**config.mk**
```make
export PLATFORM = sky130hd
export DESIGN_NAME = periph_bus
export DESIGN_NICKNAME = d
export VERILOG_FILES = /design/src/rtl/periph_pkg.sv /design/src/rtl/periph_timer.sv /design/src/rtl/periph_bus.sv
export SDC_FILE = /design/constraint.sdc
export NUM_CORES = 1
export LEC_CHECK = 0
export CAP_MARGIN = 10
export CELL_PAD_IN_SITES_DETAIL_PLACEMENT = 1
export CELL_PAD_IN_SITES_GLOBAL_PLACEMENT = 1
export CORE_UTILIZATION = 23
export DETAILED_ROUTE_END_ITERATION = 10
export GPL_TIMING_DRIVEN = 0
export PLACE_DENSITY_LB_ADDON = 0.3
export RECOVER_POWER = 50
export SLEW_MARGIN = 10
export SYNTH_ARGS = -nofsm -noshare
export SYNTH_HDL_FRONTEND = slang
export SYNTH_SLANG_ARGS = --single-unit
```
**constraint.sdc**
```tcl
create_clock -name clk -period 5.75 [get_ports clk]
set_clock_uncertainty 0.2 [all_clocks]
set_input_delay 1.15 -clock clk [delete_from_list [all_inputs] [get_ports clk]]
set_output_delay 1.15 -clock clk [all_outputs]
set_load 0.01 [all_outputs]
```
**src/rtl/periph_pkg.sv**
```systemverilog
// Shared definitions for the memory-mapped peripheral block: window geometry,
// register offsets and TCON bit positions.
package periph_pkg;

    localparam logic [31:0] BASE_ADDR_DEFAULT = 32'h4000_0000;
    localparam logic [31:0] WINDOW_SIZE       = 32'h0000_0018;

    localparam logic [4:0] OFF_TH      = 5'h00;
    localparam logic [4:0] OFF_TL      = 5'h04;
    localparam logic [4:0] OFF_TCON    = 5'h08;
    localparam logic [4:0] OFF_LEDS    = 5'h0C;
    localparam logic [4:0] OFF_DIGITS  = 5'h10;
    localparam logic [4:0] OFF_SYSTICK = 5'h14;

    localparam int TCON_EN = 0;  // timer enable
    localparam int TCON_IE = 1;  // irq enable
    localparam int TCON_IP = 2;  // irq pending

endpackage

```
**src/rtl/periph_timer.sv**
```systemverilog
// Reloadable 32-bit timer: TL counts up while enabled and reloads from TH on
// overflow, optionally latching an interrupt-pending flag.
module periph_timer
    import periph_pkg::*;
(
    input  logic        clk,
    input  logic        reset,
    input  logic        wr_th,
    input  logic        wr_tl,
    input  logic        wr_tcon,
    input  logic [31:0] wdata,
    output logic [31:0] th,
    output logic [31:0] tl,
    output logic [2:0]  tcon
);

    logic overflow;
    logic irq_set;

    assign overflow = tcon[TCON_EN] && (tl == 32'hFFFF_FFFF);
    assign irq_set  = overflow && tcon[TCON_IE];

    // NOTE: state registers use non-blocking assignments so every register
    // samples pre-edge values, which is what makes the write/overflow races resolve cleanly.
    always_ff @(posedge clk or negedge reset) begin
        if (!reset) begin
            th   <= '0;
            tl   <= '0;
            tcon <= '0;
        end else begin
            if (wr_th)
                th <= wdata;

            // A CPU store to TL beats both the increment and the reload.
            if (wr_tl)
                tl <= wdata;
            else if (tcon[TCON_EN])
                tl <= overflow ? th : tl + 32'd1;

            // Hardware setting of the pending bit wins over a CPU clear in the same cycle.
            if (wr_tcon) begin
                tcon[TCON_EN] <= wdata[TCON_EN];
                tcon[TCON_IE] <= wdata[TCON_IE];
                tcon[TCON_IP] <= wdata[TCON_IP] | irq_set;
            end else if (irq_set) begin
                tcon[TCON_IP] <= 1'b1;
            end
        end
    end

endmodule

```
**src/rtl/periph_bus.sv**
```systemverilog
// Peripheral window on the CPU memory bus: address decode, read mux, LED and
// seven-segment registers, free-running SYSTICK and the embedded timer.
module periph_bus
    import periph_pkg::*;
#(
    parameter logic [31:0] BASE_ADDR = BASE_ADDR_DEFAULT
) (
    input  logic        clk,
    input  logic        reset,
    input  logic [31:0] Address,
    input  logic [31:0] Write_data,
    input  logic        MemRead,
    input  logic        MemWrite,
    output logic [31:0] Read_data,
    output logic        Periph_sel,
    output logic [7:0]  leds,
    output logic [11:0] digits,
    output logic        irq
);

    logic [31:0] offset;
    logic [4:0]  reg_off;
    logic        wr;
    logic [31:0] th;
    logic [31:0] tl;
    logic [2:0]  tcon;
    logic [31:0] systick;

    // Subtract first so a window at the very top of the address map cannot wrap.
    assign offset     = Address - BASE_ADDR;
    assign Periph_sel = (Address >= BASE_ADDR) && (offset < WINDOW_SIZE);
    assign reg_off    = {offset[4:2], 2'b00};
    assign wr         = MemWrite && Periph_sel;

    periph_timer u_timer (
        .clk     (clk),
        .reset   (reset),
        .wr_th   (wr && (reg_off == OFF_TH)),
        .wr_tl   (wr && (reg_off == OFF_TL)),
        .wr_tcon (wr && (reg_off == OFF_TCON)),
        .wdata   (Write_data),
        .th      (th),
        .tl      (tl),
        .tcon    (tcon)
    );

    assign irq = tcon[TCON_IP];

    always_ff @(posedge clk or negedge reset) begin
        if (!reset) begin
            leds    <= '0;
            digits  <= '0;
            systick <= '0;
        end else begin
            systick <= systick + 32'd1;
            if (wr && (reg_off == OFF_LEDS))
                leds <= Write_data[7:0];
            if (wr && (reg_off == OFF_DIGITS))
                digits <= Write_data[11:0];
        end
    end

    // Read path only sees registers, never Write_data.
    // NOTE: Read_data gets a default before the case so no latch is inferred.
    always_comb begin
        Read_data = 32'h0;
        if (MemRead && Periph_sel) begin
            case (reg_off)
                OFF_TH:      Read_data = th;
                OFF_TL:      Read_data = tl;
                OFF_TCON:    Read_data = {29'h0, tcon};
                OFF_LEDS:    Read_data = {24'h0, leds};
                OFF_DIGITS:  Read_data = {20'h0, digits};
                OFF_SYSTICK: Read_data = systick;
                default:     Read_data = 32'h0;
            endcase
        end
    end

endmodule

```
* Word-level counts from Yosys, hierarchy flattened
Index checks and enable logic that the tools add are counted.
Storage, ports and cells: flip-flop bits (word level) 119, logic and storage cells 39, input port bits 68
Operators by class: add/subtract/negate cells 3, muxes and demuxes 7, reduce and logical (&&, ||, !) cells 13, equal/unequal tests 6, $lt $le $gt $ge 2, bitwise operators 1
Operator list (number):
- $pmux W32 S6 | 1
- $mux W32 | 4
- $add A32 B1 Y32 const B | 2
- $eq A32 B32 Y1 const B | 1
- $ge A32 B31 Y1 const B | 1
- $lt A32 B5 Y1 const B | 1
- $sub A32 B31 Y32 const B | 1
- $logic_and A1 B1 Y1 | 10
- $eq A3 B2 Y1 const B | 2
- $eq A3 B3 Y1 const B | 2
- $logic_not A5 Y1 | 1
- $reduce_bool A2 Y1 | 2
- $eq A3 B1 Y1 const B | 1
- $mux W1 | 2
- $or A1 B1 Y1 | 1

* Depth between registers and ports, before layout
Gate-level depths: netlist of run 1.
depth after elaboration 6, gate-level depth with buffers 8

* By module
From an unflattened synthesis of run 1, not the netlist that was laid out.
Second synthesis, totals: cells, all modules 706, area, all modules 7050.5 um^2
Modules (own cells, without submodules):
- periph_timer | sequential area each 1676.6 um^2, times used 1, area each 3676.0 um^2, cells an instance 368
- periph_bus | sequential area each 1301.2 um^2, times used 1, area each 3374.5 um^2, cells an instance 338

* Least setup slack after synthesis of run 1
Ideal clock, no wire load.
path kind input-to-output, start point input port Address[3], end point output port Read_data[12], data required time 4.400 ns, setup slack 1.724 ns, stages 7, arrival 2.676 ns, path buffers 2, cell sequence clkbuf_1 -> inv_1 -> o2111ai_1 -> nor2_1 -> nand3_1 -> clkbuf_1 -> nor2_1
Between the ends: longest elaborated chain between the ends 5
RTL lines:
- from (decl) | RTL line periph_bus.sv:10 | input logic [31:0] Address,
- $sub A32 B31 Y32 | RTL line periph_bus.sv:30 | assign offset = Address - BASE_ADDR;
- $lt A32 B5 Y1 | RTL line periph_bus.sv:31 | assign Periph_sel = (Address >= BASE_ADDR) && (offset < WINDOW_SIZE);
- $logic_and A1 B1 Y1 (*) | RTL line periph_bus.sv:31
- named net Periph_sel | RTL line periph_bus.sv:15 | output logic Periph_sel,
- $logic_and A1 B1 Y1 (*) | RTL line periph_bus.sv:67 | if (MemRead && Periph_sel) begin
- $mux W32 (*) | RTL line periph_bus.sv:67
- to (decl) | RTL line periph_bus.sv:14 | output logic [31:0] Read_data,
Mark *: on every way through the listed nets, which the timed path passes. The rest lies on a longest branch.

* Worst setup path after layout of run 1
start point input port Address[2], end point output port Read_data[15]
Between the ends: longest elaborated chain between the ends 5
RTL lines (RTL line):
- $sub A32 B31 Y32 | periph_bus.sv:30
- $lt A32 B5 Y1 | periph_bus.sv:31
- $logic_and A1 B1 Y1 | periph_bus.sv:31
- $logic_and A1 B1 Y1 | periph_bus.sv:67
- $mux W32 (*) | periph_bus.sv:67
Mark *: on every way between the ends. The rest lies on a longest branch, timed or not.

==> summary.txt, run 1 <==
Routing
  – Routed Antenna Nets: 0
  – Final WL: 25.1 mm
  – DRT Pass-1 Iters: 4
  – DRT iter0 DRCs: between 300 and 400
  – DRC viols: 0
  – Post-DR vias/cell: ~5.0
  – Vias post-DR: between 6k and 7k
  – Drt wl/cell: 20.2 um

Logic synthesis
  – Synth cell types: 67
  – Syn Inst Count: approximately 700
  – Ys async rst share: 1.00
  – Synth Warn #: 0
  – Mapped Area: 0.00701 sq mm
  – Flops & latches, synth: roughly 120
  – Post-synthesis net count: ~770
  – Seq/Total Area, Yosys: 0.425
  – EDFF count, synth: 0
  – Ys flop type: dfrtp_1
  – Area leader, netlist: dfrtp_1
  – Share of the synthesized area in the top cell type: 0.425
  – Synth area leaders: dfrtp_1 (42%), mux2_2 (9.6%), mux2i_1 (4.6%)
  – Syn_area_per_cell: between 9 and 10 sq um

CTS
  – CTS tree: yes
  – Worst-Skew Late Latency: between 0.4 and 0.5 ns
  – Longest Clk Path Bufs: 2
  – Clk root buf: clkbuf_16
  – H-tree levels: 4
  – CTS buffer count: 17
  – Hold buffer count at CTS: 0
  – # Post-CTS Setup Buffers: 0
  – Clock sink count: ~120
  – Worst-path clk slew: about 0.050 ns

STA
  – Setup TNS: 0 ns
  – Final Critical Period: around 5.5 ns
  – Final worst path period share: 0.963
  – Least-Margin Pin Slew: between 3 and 4 ns
  – Endpoints failing hold: 0
  – Finish-stage setup viols: 0
  – Rel. slew slack: -1.11
  – Max Clock Freq: ~0.18 GHz
  – Max Transition Viols Final: 53
  – RSZ-0062 raised after global routing: no

Outcome
  – Failing checks: capacitance limit, slew limit
  – Status: complete, but fails checks

Worst setup path
  – R2r worst-path depth: 7
  – CP delay by family, top: buffers and inverters
  – CP Cell Sequence: clkdlybuf4s50_1, buf_1, buf_1, mux2i_1, nor2_1, a21oi_1, nor2_1, clkdlybuf4s50_1
  – Levels on crit path: 8
  – Worst path required time: between 4 and 5 ns
  – Critical path launch point: Address[2]
  – Startpoint Class: input pin
  – Crit end category: output port
  – Buf/Inv on CP: 4
  – Worst EP arrival: between 4 and 5 ns
  – Critical path class: in -> out
  – Reg-to-Reg Start: u_timer.tcon[0]
  – CP max FO: 10
  – Crit path largest cell delay: around 0.71 ns
  – Slowest-stage cell, CP: buf_1

Worst hold path
  – Worst hold start: systick[5]
  – Hold Crit Depth: 1
  – Min-Delay Path Class: reg -> reg

Power
  – Final Power: 2.05 mW
  – Peak VDD IR: around 0.00021 V
  – Cell area power density: ~220 mW/mm^2
  – Leak: 3.79 nW

Cells and area
  – Area added between synthesis and finish: 32.6%
  – Filler cells: between 3k and 4k
  – Share of cells above drive strength 1: 0.150
  – Nets: 910
  – Final core utilization: 0.312
  – Antenna Cells: 0
  – Finished Cell Area: between 0.009 and 0.01 sq mm

Global route
  – GRT Resource Usage Total: 0.167
  – Largest net degree at the start of global routing: 68
  – Vias in the first global route: 6,581
  – First-pass GRT wire length: ~40 mm
  – Initial antenna violation count: 0
  – Grt total ovfl: 0

Placement
  – DP Wirelength: ~19 mm
  – Cell Area, Placed: between 0.008 and 0.009 sq mm
  – PortBufs: around 120
  – Gp weighted congestion: around 0.85

Run
  – Reported max-cap violation count: 1

Floorplanning
  – Top-Level Pins: between 100 and 150
  – Chip width: between 150 and 200 um
  – Initial core utilization: 0.235
  – Row count: 63
  – Die area: 0.0312 sq mm
  – Core Region: ~0.030 sq mm
  – Die span in y: 177 um
[kinds of logic (layout without fill, tap and decap cells)]
kind of cell | count (synthesis) | count (layout) | share of synthesized area
muxes | 102 | 102 | 0.175
buffers and inverters | 49 | 200 | 0.0341
adders and majority gates | 2 | 2 | 0.00357
DFF | 119 | 119 | 0.425
xor gates and xnor gates | 34 | 34 | 0.0425
AOI/OAI and AO/OA | 116 | 116 | 0.110
and+or+nand+nor | 280 | 280 | 0.210
[flip-flops by register name (all words and copies together) (netlist names)]
| name | cells |
|---|---|
| u_timer.th | 32 |
| digits | 12 |
| leds | 8 |
| systick | 32 |
| u_timer.tl | 32 |
| u_timer.tcon | 3 |
[cell type report]
type,instances,area [sq um],area share
buffer,40,205,0.0221
clock buffer,19,433,0.0466
clock inverter,13,155,0.0167
inverter,9,33.8,0.00363
multi-input combinational,534,3800,0.409
sequential,119,2980,0.320
tap,390,488,0.0525
timing repair buffer,119,1200,0.129
[layer usage]
metal,wire (um),GRT usage,up-vias
li1,-,-,2917
met1,11600,0.221,3135
met2,12000,0.271,132
met3,1110,0.0336,24
met4,359,0.0503,0
met5,0,0,-
[Yosys cell counts, drive strengths merged, types with 7 or more instances]
| master | n |
|---|---|
| o211ai | 7 |
| o31ai | 15 |
| nand3 | 36 |
| inv | 9 |
| nand2 | 54 |
| nor4 | 17 |
| xor2 | 13 |
| nand4 | 34 |
| dfrtp | 119 |
| and4 | 11 |
| mux4 | 10 |
| a21oi | 41 |
| and2 | 9 |
| xnor2 | 21 |
| a31oi | 9 |
| clkbuf | 24 |
| mux2 | 60 |
| mux2i | 32 |
| nor2b | 7 |
| nor3 | 11 |
| buf | 15 |
| and3 | 12 |
| o21ai | 8 |
| nor2 | 75 |
[through the flow]
step | hold WS [ns] | instances | setup slack (ns)
after floorplan | 0.242 | 702 | 1.72
after global placement | 0.279 | 1210 | -1.84
after detailed placement | 0.279 | 1211 | 0.0221
after CTS | 0.294 | 1243 | 0.0119
after global routing | 0.315 | 1243 | 0.00447
final | 0.290 | 1243 | 0.213
[what timing repair did]
action | CTS | global route
endpoints found under the setup margin | 0 | 20
gates resized for setup | 0 | 2
endpoints found under the hold margin | 0 | 0
[worst register-to-register path, cell delays in order, from the launching register on]
cell and delay, ns:
dfrtp_1 0.31, clkbuf_1 0.43, nand2_1 0.21, nor4_1 0.87
nand4_1 0.59, buf_2 0.43, mux2i_1 0.16, o211ai_1 0.18
[path summary, 6_finish.rpt]
kind,endpoint,slack (ns)
setup / recovery,Read_data[15],0.21
hold / removal,systick[5],0.29
setup reg to reg,u_timer.tl[3],2.26
hold reg to reg,systick[5],0.29
max in group asynchronous,u_timer.th[20],1.98
min in group asynchronous,systick[25],1.56
[placed cells by master (no fill, tap or decap), drive strengths merged, types with 12 or more instances in the layout]
master / n
nand2: 54
dfrtp: 119
mux2: 60
xnor2: 21
and3: 12
clkbuf: 44
a21oi: 41
clkdlybuf4s50: 117
nor4: 17
xor2: 13
mux2i: 32
nor2: 75
nand3: 36
o31ai: 15
buf: 16
nand4: 34
[power breakdown]
group | switching [mW] | internal, mW | leakage, nW
Combinational | 0.0633 | 0.0579 | 1.98
Sequential | 0.0000000475 | 0.838 | 1.53
Clock | 0.408 | 0.678 | 0.283
(Power assumes the default switching activity.)
==> run 2, diff against run 1 <==
- clock period: 5.75 -> 5.1 ns (I/O delays scaled with it)
==> summary.txt, run 2 (same netlist as run 1, synthesis figures left out) <==
Outcome
  – Status: complete, but fails checks
  – Failing checks: capacitance limit, slew limit

Placement
  – PortBufs: 118 (unchanged)
  – DP Wirelength: 19.0 mm (unchanged)
  – Setup WS pre-CTS: -0.368 ns (-0.390 ns)
  – Gp weighted congestion: 0.847 (unchanged)

Cells and area
  – Most frequent cells in the layout: dfrtp_1 (119), clkdlybuf4s50_1 (117), nor2_1 (74), mux2_2 (60), nand2_1 (54)
  – Commonest non-fill, non-tap cell in the layout: dfrtp_1
  – Multi-input logic area: 0.00383 sq mm (+0.66%)
  – Share of cells above drive strength 1: 0.159 (+0.00938)
  – Filler cells: 3,376 (+0.030%)
  – Top flop regs: systick x32, u_timer.th x32, u_timer.tl x32
  – Antenna Cells: 0 (unchanged)
  – Reg area: 0.00298 sq mm (unchanged)
  – Area added between synthesis and finish: 32.8%
  – Nets: 910 (unchanged)
  – Final core utilization: 0.312 (+0.000420)

Worst setup path
  – Crit end category: output port
  – Slowest-stage cell, CP: clkdlybuf4s50_1
  – CP max FO: 10 (unchanged)
  – Crit path largest cell delay: 0.55 ns (-0.16 ns)
  – CP Cell Sequence: clkdlybuf4s50_1, nor4_1, o2111ai_2, nor2_4, nand3_4, clkbuf_1, nor2_1, clkdlybuf4s50_1
  – CP most frequent cell: clkdlybuf4s50_1
  – CP delay by family, top: buffers and inverters
  – Critical path class: in -> out
  – Startpoint Class: input pin
  – Worst EP arrival: 3.64 ns (-0.55 ns)
  – Worst path required time: 3.88 ns (-0.52 ns)
  – Buf/Inv on CP: 3 (-1)

Routing
  – DRC viols: 0 (unchanged)
  – Drt wl/cell: 20.1 um (-0.16%)
  – Post-DR vias/cell: 5.01 (+0.24%)
  – Routed Antenna Nets: 0 (unchanged)
  – Final WL: 25.0 mm (-0.16%)
  – DRT iter0 DRCs: 290 (-11%)
  – Vias post-DR: 6,223 (+0.24%)
  – DRT Pass-1 Iters: 4 (unchanged)

CTS
  – H-tree levels: 4 (unchanged)
  – CTS tree: yes
  – Clock sink count: 119 (unchanged)
  – Clk root buf: clkbuf_16
  – CTS buffer count: 17 (unchanged)
  – # Post-CTS Setup Buffers: 0 (unchanged)
  – Worst-Skew Late Latency: 0.43 ns (about the same)
  – Longest Clk Path Bufs: 2 (unchanged)
  – Worst-path clk slew: 0.06 ns (about the same)

Power
  – Cell area power density: 248 mW/mm^2 (+13%)
  – Peak VDD IR: 0.000234 V (+13%)
  – Leak: 3.81 nW (+0.28%)

Global route
  – First-pass GRT wire length: 38.9 mm (about the same)
  – Largest net degree at the start of global routing: 68 (unchanged)
  – GRT Resource Usage Total: 0.167 (about the same)
  – Initial antenna violation count: 0 (unchanged)
  – Vias in the first global route: 6,590 (+0.14%)
  – Grt total ovfl: 0 (unchanged)

STA
  – Endpoints failing hold: 0 (unchanged)
  – Rel. slew slack: -1.02 (+0.0867)
  – Final Critical Period: 4.86 ns
  – Max Transition Viols Final: 54 (+1.9%)
  – Setup ws final: 0.241 ns (+0.0283 ns)
  – Worst hold margin: 0.293 ns (+0.00284 ns)
  – Finish-stage setup viols: 0 (unchanged)
  – Least-Margin Pin Slew: 3.03 ns (-0.130 ns)
  – Final worst path period share: 0.953
  – Max Clock Freq: between 0.2 and 0.25 GHz
  – RSZ-0062 raised after global routing: no
  – Setup TNS: 0 ns (unchanged)

Floorplanning
  – Initial core utilization: 0.235 (unchanged)
  – Row count: 63 (unchanged)
  – Chip width: 177 um (unchanged)
  – Top-Level Pins: 122 (unchanged)
  – Die area: 0.0312 sq mm (unchanged)
  – Die span in y: 177 um (unchanged)
  – Core Region: 0.0298 sq mm (unchanged)

Run
  – Reported max-cap violation count: 1 (unchanged)

Worst hold path
  – Min-Delay Path Class: reg -> reg
run 2: worst paths after layout:
path	startpoint	endpoint	slack, ns	depth (start not counted)
worst max-delay path	Address[9]	Read_data[23]	0.24	8
max in group asynchronous	reset	u_timer.tl[1]	0.94	2
min in group asynchronous	reset	systick[25]	1.38	1
worst min-delay path	systick[5]	systick[5]	0.29	1
worst min register to register	systick[5]	systick[5]	0.29	1
worst max register to register	u_timer.tcon[0]	u_timer.tl[3]	1.64	7
run 2: final cells by class:
class	instances	share of cell area
buffer	40	0.0228
clock buffer	19	0.0465
clock inverter	13	0.0167
inverter	9	0.00363
multi-input combinational	534	0.411
sequential	119	0.320
tap	390	0.0524
timing repair buffer	119	0.127
run 2: per-layer routing:
layer	track usage	wire [um]	vias up
li1	-	-	2903
met3	0.0342	1270	26
met1	0.221	11300	3128
met4	0.0503	366	0
met2	0.272	12100	166
met5	0	0	-
run 2: through the flow:
step	total power, mW	cell area [sq um]	std cells
2_1_floorplan	1.00	7010	702
3_3_place_gp	1.10	8680	1210
3_5_place_dp	1.10	8710	1211
4_1_cts	2.33	9310	1243
5_1_grt	2.38	9310	1243
6_report	2.31	9310	1243
run 2: where the power goes:
group	internal [mW]	total (mW)	switching (mW)
logic	0.0637	0.135	0.0713
clock network	0.764	1.23	0.462
registers	0.945	0.945	0.0000000530
run 2: worst reg2reg max path: stages, from the launching register on:
cell and delay [ns]:
dfrtp_1 0.31, clkbuf_1 0.44, nand2_1 0.21, nor4_1 0.83, nand4_1 0.59, buf_2 0.44
mux2i_1 0.16, o211ai_1 0.19
run 2: timing repair:
| action | CTS | global route |
|---|---|---|
| resized for setup | 7 | 6 |
| hold buffers | 0 | 0 |
| endpoints found under the setup margin | 28 | 25 |
==> run 3, diff against run 2 <==
- CORE_MARGIN: unset -> 3
- clock period: 5.1 -> 5.85 ns (I/O delays scaled with it)
==> summary.txt, run 3 (same netlist as run 1, synthesis figures left out) <==
Outcome
  – Status: complete, but fails checks
  – Failing checks: capacitance limit, slew limit

Worst setup path
  – Critical path class: in -> out
  – Worst setup endpoint: Read_data[15]
  – Reg2reg end: u_timer.tl[29]
  – Reg-to-Reg Start: u_timer.tcon[0]
  – Worst path required time: 4.48 ns (+0.60 ns)
  – R2r worst-path depth: 7 (unchanged)
  – Critical path launch point: Address[2]
  – Worst EP arrival: 4.22 ns (+0.58 ns)
  – Startpoint Class: input pin
  – CP max FO: 10 (unchanged)
  – Crit end category: output port
  – FF-to-FF setup slack: 2.32 ns (+0.68 ns)

CTS
  – Clk root buf: clkbuf_16
  – Worst-Skew Late Latency: 0.42 ns (about the same)
  – CTS buffer count: 17 (unchanged)
  – CTS tree: yes
  – Worst-path clk slew: 0.05 ns (about the same)
  – # Post-CTS Setup Buffers: 0 (unchanged)
  – H-tree levels: 4 (unchanged)
  – Longest Clk Path Bufs: 2 (unchanged)
  – Clock sink count: 119 (unchanged)

STA
  – Max Clock Freq: between 0.15 and 0.2 GHz
  – Finish-stage setup viols: 0 (unchanged)
  – Final Critical Period: ~5.6 ns
  – Final worst path period share: 0.956
  – RSZ-0062 raised after global routing: no
  – Least-Margin Pin Slew: 2.93 ns (-0.109 ns)
  – Max Transition Viols Final: 122 (+130%)
  – Setup ws final: 0.260 ns (+0.0189 ns)
  – Rel. slew slack: -0.950 (+0.0728)
  – Setup TNS: 0 ns (unchanged)
  – Endpoints failing hold: 0 (unchanged)
  – Worst hold margin: 0.292 ns (-0.000696 ns)

Cells and area
  – Top flop regs: systick x32, u_timer.th x32, u_timer.tl x32
  – Area added between synthesis and finish: 31.2%
  – Nets: 910 (unchanged)
  – Antenna Cells: 0 (unchanged)
  – Share of cells above drive strength 1: 0.149 (-0.0102)
  – Most frequent cells in the layout: dfrtp_1 (119), clkdlybuf4s50_1 (117), nor2_1 (74), mux2_2 (60), nand2_1 (54)
  – Final core utilization: 0.308 (-0.00447)
  – Commonest non-fill, non-tap cell in the layout: dfrtp_1

Floorplanning
  – Core Region: 0.0299 sq mm (+0.26%)
  – Die span in y: 181 um (+2.3%)
  – Initial core utilization: 0.235 (-0.000621)
  – Row count: 63 (unchanged)
  – Top-Level Pins: 122 (unchanged)
  – Chip width: 181 um (+2.3%)
  – Die area: 0.0326 sq mm (+4.6%)

Power
  – Flop pwr share: 0.441 (+0.031)
  – Net Sw Frac: 0.235 (+0.00378)
  – Leak: 3.76 nW (-1.3%)
  – Psw: 440 uW (-18%)
  – Clock network power share: 0.497 (-0.035)
  – Logic pwr share: 0.062 (+0.003)
  – Peak VDD IR: 0.000201 V (-14%)
  – Final Power: 1.87 mW (-19%)
  – Pint: 1.43 mW (-19%)
  – Cell area power density: 203 mW/mm^2 (-18%)

Worst hold path
  – Min-Delay Path Class: reg -> reg
  – Hold Crit Depth: 1 (unchanged)

Routing
  – Vias post-DR: 6,196 (-0.43%)
  – Post-DR vias/cell: 4.99 (-0.27%)
  – DRC viols: 0 (unchanged)
  – DRT iter0 DRCs: 352 (+21%)
  – Routed Antenna Nets: 0 (unchanged)
  – Drt wl/cell: 20.4 um (+1.3%)
  – Final WL: 25.3 mm (+1.2%)
  – DRT Pass-1 Iters: 7 (+3)

Global route
  – Largest net degree at the start of global routing: 69 (+1.5%)
  – First-pass GRT wire length: 40.0 mm (+2.7%)
  – Met3 GRT Util: 0.0258 (-0.00840)
  – M2 GR Usage: 0.255 (-0.0172)
  – Initial antenna violation count: 1 (+1)
  – Grt total ovfl: 0 (unchanged)
  – GRT Resource Usage Total: 0.156 (-0.0103)
  – GRT met1 Usage: 0.217 (-0.00380)
  – GRT busiest layer: met2
  – Vias in the first global route: 6,623 (+0.50%)

Placement
  – PortBufs: 118 (unchanged)
  – Setup WS pre-CTS: 0.0958 ns (+0.464 ns)
  – DP Wirelength: 19.2 mm (+0.98%)
  – Gp weighted congestion: 0.819 (-3.4%)

Run
  – Reported max-cap violation count: 2 (+1)
==> run 3: changes by cell type in the layout (fill, tap and decap cells not counted), sizes merged <==
cell and change:
buf +1, bufinv -3, clkinv +1, inv -1
==> run 3: worst min path at each step <==
stage           startpoint     endpoint  slack, ns
2_1_floorplan  systick[31]  systick[31]       0.24
3_3_place_gp    systick[5]   systick[5]       0.28
3_5_place_dp    systick[5]   systick[5]       0.28
4_1_cts         systick[5]   systick[5]       0.30
5_1_grt        systick[31]  systick[31]       0.31
6_report       systick[31]  systick[31]       0.29
==> run 3: timing repair <==
action,CTS,global route
endpoints found under the setup margin,0,20
resized for setup,0,2
hold buffers,0,0
==> run 3: metrics by stage <==
step                      cells  area, sq um
after floorplan             702         7010
after global placement     1210         8680
after detailed placement   1211         8710
after CTS                  1241         9220
after global routing       1241         9200
final                      1241         9200
==> run 3: layer usage <==
layer / up-vias / wire, um
li1: 2914 / -
met1: 3113 / 11800
met2: 152 / 12100
met3: 17 / 1150
met4: 0 / 270
met5: - / 0
==> run 3: area by class of cell <==
class	count	area [sq um]
well taps	390	488
clock buffers	20	457
clock inverters	10	57.6
plain buffers	40	205
repair buffers	119	1180
flip-flops and latches	119	2980
inverters	9	33.8
fillers	3363	20700
multi-input cells	534	3800
==> run 3: critical path, cell delays in order <==
cell	delay (ns)
clkdlybuf4s50_1	0.57
buf_1	0.51
buf_1	0.71
mux2i_1	0.41
nor2_1	0.08
a21oi_1	0.20
nor2_1	0.07
clkdlybuf4s50_1	0.49
==> run 3: power groups by stage <==
stage	Sequential (mW)	Combinational, mW	Clock, mW
after floorplan	0.838	0.0342	0
after global placement	0.839	0.119	0
after detailed placement	0.838	0.122	0
after CTS	0.824	0.122	0.955
after global routing	0.823	0.128	0.991
final	0.824	0.116	0.929
